<file path="src/rtl/thread_fetch_sched.sv">
// thread_fetch_sched: round-robin fetch scheduler for the 4-thread barrel
// pipeline. Keeps one PC per hardware thread and issues the next enabled
// thread after the last one issued. Applies branch/jump redirects and holds
// issue under a global stall from the hazard logic.
module thread_fetch_sched #(
  parameter int unsigned PROC_ADDR_WIDTH = 9
) (
  input  logic                       CLK,
  input  logic                       RST,
  input  logic [3:0]                 thread_en,
  input  logic                       stall,
  input  logic                       redirect_valid,
  input  logic [1:0]                 redirect_thread,
  input  logic [PROC_ADDR_WIDTH-1:0] redirect_pc,
  output logic [PROC_ADDR_WIDTH-1:0] imem_addr,
  output logic [1:0]                 thread_id_out,
  output logic                       fetch_valid
);

  logic [PROC_ADDR_WIDTH-1:0] pc [4];
  logic [1:0]                 last_tid;
  logic [1:0]                 sel;
  logic                       sel_found;
  logic [1:0]                 cand;
  logic                       issue;
  logic [PROC_ADDR_WIDTH-1:0] pc_sel_next;

  // Pick the first enabled thread after last_tid, wrapping around to last_tid itself
  always_comb begin
    sel       = last_tid;
    sel_found = 1'b0;
    cand      = '0;
    for (int unsigned i = 1; i <= 4; i++) begin
      cand = last_tid + i[1:0];
      if (!sel_found && thread_en[cand]) begin
        sel       = cand;
        sel_found = 1'b1;
      end
    end
  end

  // Issue qualification and the selected thread's incremented PC
  always_comb begin
    issue       = !stall && sel_found;
    pc_sel_next = pc[sel] + PROC_ADDR_WIDTH'(1);
  end

  // Per-thread PCs; the redirect is written last so it overrides the increment
  always_ff @(posedge CLK) begin
    if (!RST) begin
      for (int unsigned t = 0; t < 4; t++) begin
        pc[t] <= PROC_ADDR_WIDTH'(t) << (PROC_ADDR_WIDTH - 2);
      end
    end else begin
      if (issue) begin
        pc[sel] <= pc_sel_next;
      end
      if (redirect_valid) begin
        pc[redirect_thread] <= redirect_pc;
      end
    end
  end

  // Round-robin pointer and the registered fetch presented to the IF stage
  always_ff @(posedge CLK) begin
    if (!RST) begin
      last_tid      <= 2'd3;
      imem_addr     <= '0;
      thread_id_out <= '0;
      fetch_valid   <= 1'b0;
    end else if (!stall) begin
      if (sel_found) begin
        last_tid      <= sel;
        imem_addr     <= pc[sel];
        thread_id_out <= sel;
        fetch_valid   <= 1'b1;
      end else begin
        fetch_valid   <= 1'b0;
      end
    end
  end

endmodule
</file>
<file path="config.mk">
export PLATFORM = sky130hd
export DESIGN_NAME = thread_fetch_sched
export DESIGN_NICKNAME = d
export VERILOG_FILES = /design/src/rtl/thread_fetch_sched.sv
export SDC_FILE = /design/constraint.sdc
export NUM_CORES = 1
export LEC_CHECK = 0
export BUFFER_PORTS_ARGS = -buffer_cell sky130_fd_sc_hd__buf_2
export CORE_AREA = 4 4 75 84
export CTS_BUF_LIST = sky130_fd_sc_hd__clkbuf_8
export DETAILED_ROUTE_END_ITERATION = 6
export DIE_AREA = 0 0 79 88
export GPL_ROUTABILITY_DRIVEN = 0
export PLACE_DENSITY = 0.69
export SETUP_SLACK_MARGIN = 0.15
export SYNTH_ARGS = -nofsm -noshare
export SYNTH_HDL_FRONTEND = slang
export SYNTH_SLANG_ARGS = --single-unit
export TNS_END_PERCENT = 50
</file>
<file path="constraint.sdc">
create_clock -name CLK -period 5.9 [get_ports CLK]
set_input_delay 1.18 -clock CLK [delete_from_list [all_inputs] [get_ports CLK]]
set_output_delay 1.18 -clock CLK [all_outputs]
set_load 0.03 [all_outputs]
</file>
After elaboration in Yosys (flattened, before gate mapping)
Memory sizes are Yosys's and may differ from the RTL's.
Index checks and enable logic that the tools add are counted.
{"block": "word_totals", "register_bits": 14, "romBits": 0, "elab_cells": 55, "input_bits": 19, "memories": 1, "latch_bits": 0, "mem_bits_rw": 36, "output_inout_bits": 12}
{"memory": "pc", "depth": 4, "width": 9, "rd": 1, "rd_ports_with_merged_regs": 0, "write_ports": 4, "line_no": "20", "rtl": "logic [PROC_ADDR_WIDTH-1:0] pc [4];"}
{"block": "classes", "order_cmp": 4, "reduce_logical": 11, "n_eq_ne": 0, "addsub": 4, "mul": 0, "n_shift": 0, "bitwise": 1, "n_mux": 30, "div_mod_pow": 0}
{"cell": "1-bit 2-to-1 mux", "n": 18}
{"cell": "9-bit 2-to-1 mux", "n": 2}
{"cell": "9-bit OR reduction", "n": 2}
{"cell": "2-bit by 3-bit less-than comparator with 1-bit output (second input constant)", "n": 4}
{"cell": "2-bit 2-to-1 mux", "n": 6}
{"cell": "9-bit by 1-bit adder with 9-bit output (second input constant)", "n": 1}
{"cell": "1-bit binary-select mux with 2-bit select", "n": 4}
{"cell": "2-bit adder (second input constant)", "n": 2}
{"cell": "1-bit logical AND", "n": 4}
{"cell": "1-bit logical NOT", "n": 4}
{"cell": "2-bit by 1-bit adder with 2-bit output (second input constant)", "n": 1}
{"cell": "2-bit AND reduction", "n": 1}
{"cell": "1-bit inverter", "n": 1}

Logic depth before layout (Yosys ltp)
{"block": "logic_depth", "ltp_word": 19, "mapped_depth": 13, "depth_no_buf": 12}

Least setup slack after synthesis
Ideal clock, no wire load.
{"block": "synth_timing", "path_kind": "input-to-reg", "start": "in thread_en[0]", "end": "mem pc[3][0], enable pin", "setup_slack_ns": 2.149, "required_ns": 5.491, "arrival_ns": 3.341, "stages": 7, "setup_time_ns": 0.409, "path_buffers": 3, "path_cell_list": "o21ai_0 > o21ai_0 > a211o_1 > buf_6 > buf_6 > buf_2 > o311ai_0"}
{"item": "from (decl)", "line_no": "10", "rtl": "input logic [3:0] thread_en,"}
{"item": "to (decl)", "line_no": "20"}

==> reports/summary.txt <==
Initial Util: 49.5%
maximum buffer depth of the clock tree: 2
Hold EP: imem_addr[1]
TritonCTS buffer count: 5
R2R cell count: 12
I/O pin count: 31
estimated wirelength of the detail-placed design: 4.20 mm
commonest non-fill, non-tap cell in the layout: nand2_1
Final Cycle Share: 68.2%
Hold Buf Count CTS: 0
cell with the largest stage delay on the worst path: a311o_1
CTS tree: done
net count of the finished layout: 321
Total Negative Setup Slacks: 0 ps
share of post-route cells with drive strength above 1: 17.2%
x dimension of the die: 79 um
result of the run: finished clean
overall die height: 88 um
cell leakage power: 0.00112 uW
total wire length after detailed routing: 6.14 mm
power density normalized to cell area: 283 nW/um^2
top achievable clock speed: 249 MHz
Slew @ Worst Pin: 995 ps
wire length of the first global-routing pass: 9.72 mm
number of sinks on the clock net: 50
clock-pin slew on the worst setup and hold paths: 90 ps
Post-CTS Resized: 0
remaining design rule violation count: 0
netlist area before placement: 2670 um^2
average wire length per cell after detail routing: 16.3 um
total inserted antenna cells: 0
max-slew violation count: 0
Min-Delay Path Depth: 2
Detailed Routing Iterations Pass 1: 4
RR Endpoint: pc[2][8]
chain of cells forming the critical path: buf_2 > nand2b_1 > a21oi_1 > a311o_1 > mux2i_1 > a22oi_1 > ha_1 > nand2_1 > o22ai_1 > and2_1 > nand3_1 > xor2_1 > a2bb2oi_1
commonest non-fill, non-tap cells in the layout: nand2_1, edfxtp_1, buf_2
number of antenna violations at the first check in global routing: 0
count of H-tree levels built during CTS: 2
post-layout instance area: 2950 um^2
Vias/cell: 5.56
# Post-CTS Setup Buffers: 0
endpoint arrival time on the critical path: 4070 ps
nets in the synthesized netlist: 297
relative max-transition margin: 33.4%
Worst R2R Setup Slack: 2410 ps
GRT Overall Usage: 18.6%
Req. time, crit path: 5950 ps
peak ir drop on the vdd network: 0.146 mV
share of the yosys chip area belonging to registers: 51.0%
area added between synthesis and finish: 10.3%
yosys warns: 0
vias after detailed routing: 2097
syn avg cell area: 9.64 um^2
Area after DPL: 2860 um^2
number of global-route vias before repair: 1987
area inside the core boundary: 5400 um^2
unrepaired setup endpoints after global routing: no
Cell variety after synth: 48
Die Outline Area: 6950 um^2
clock tree skew after final layout: 4.24 ps
clock root buffer: clkbuf_8
start point of the worst hold path: imem_addr[1]
largest driver fanout on the critical path: 16
share of the synthesized area in the top cell type: 40.5%
startpoint kind of the worst setup timing path: input pin
number of DRC violations after detailed-routing iteration 0: 147
clock network latency to the later pin of the worst-skew pair: 300 ps
register bit count reported by yosys: 50
gate count of the mapped netlist: 277
number of nets with antenna violations after routing: 0
cell type with the largest total area after synthesis: edfxtp_1
site row count: 28
final core occ: 54.6%
maximum number of pins on one net before global-route repair: 26
Critical Path End Type: flip-flop
final-report hold violation count: 0
Final setup violation count: 0
total congestion overflow: 0
top cells by area, synth: edfxtp_1, dfxtp_1, nand2_1, mux2i_1, o21ai_0
max-cap viol count: 0
count of input and output buffers: 30
critical path class: in -> reg
clock period minus worst slack: 4020 ps
class of the tightest hold or removal check: reg -> reg
critical path's largest stage delay: 660 ps
worst reg2reg startpoint: last_tid[1]
-- how the worst max path moves through the flow --
stage | to | slack, ps | start | cells after the start
after detailed placement | pc[2][8] | 1570 | thread_en[0] | 13
after global routing | pc[2][8] | 1520 | thread_en[0] | 13
after global placement | pc[3][8] | 1640 | thread_en[0] | 13
final | pc[2][8] | 1880 | thread_en[1] | 13
after CTS | pc[2][8] | 1890 | thread_en[0] | 13
after floorplan | pc[3][0] | 2150 | thread_en[0] | 7
-- worst max-delay path, delay by kind of cell --
family / cells / cell delay [ps]
buffers and inverters: 1 / 140
AND/OR/NAND/NOR: 4 / 480
AO/OA/AOI/OAI: 5 / 1480
adder cells (fa/ha/maj): 1 / 280
XOR/XNOR: 1 / 340
multiplexers: 1 / 170
-- per-layer routing --
metal / wire length (um) / vias to the layer above / part of all wire [%] / track usage [%]
li1: - / 1039 / - / -
met1: 2510 / 977 / 41 / 22.7
met2: 3110 / 65 / 51 / 31.4
met3: 332 / 16 / 5.4 / 3.19
met4: 190 / 0 / 3.1 / 10.5
met5: 0 / - / 0 / 0
-- report_power, final --
group	total, uW	switching (uW)	leakage, uW	internal, uW
clock network	203	110	0.0000524	93.1
logic	206	137	0.000583	68.9
registers	425	10.7	0.000485	414
-- flip-flops by register name (all words and copies together) (netlist names) --
| register | flops |
|---|---|
| pc | 36 |
| imem_addr | 9 |
| last_tid | 2 |
| thread_id_out | 2 |
| fetch_valid | 1 |
-- synthesized netlist by cell type (all sizes together) --
cell	count
a211o	1
a21boi	8
a21o	1
a21oi	14
a22o	4
a22oi	4
a2bb2oi	1
a311o	1
a311oi	1
a31oi	1
and2	5
and3	1
and3b	2
and4	1
buf	8
clkbuf	9
dfxtp	14
edfxtp	36
ha	1
inv	2
mux2i	12
nand2	74
nand2b	4
nand3	4
nand3b	2
nand4	1
nor2	9
nor2b	1
nor3	3
nor3b	2
o211ai	2
o21ai	35
o22ai	1
o311ai	1
o31ai	1
or3	2
or4	1
xnor2	3
xor2	4
-- cell families (layout without fill, tap and decap cells) --
logic type | Yosys count | in the layout | share of synthesized area [%]
fa+ha+maj | 1 | 1 | 0.468
flops | 50 | 50 | 51.0
compound gates | 76 | 76 | 18.3
mux | 12 | 12 | 4.64
buf+inv | 19 | 44 | 3.93
simple gates | 112 | 112 | 19.2
xor+xnor | 7 | 7 | 2.58
-- layout make-up --
cell class | count | area, um^2
inverter | 2 | 7.51
sequential | 50 | 1360
timing repair buffer | 34 | 180
multi-input combinational | 208 | 1210
fill | 517 | 2450
tap | 75 | 93.8
clock buffer | 6 | 82.6
clock inverter | 2 | 8.76
-- stage by stage --
stage	setup WS, ps	instances	hold slack, ps	total power, uW
final	1880	377	462	833
after floorplan	2150	277	514	587
after global placement	1640	369	449	637
after detailed placement	1570	369	454	639
after global routing	1520	377	492	877
after CTS	1890	377	467	839
No activity file was read; power rests on OpenSTA's default activity.
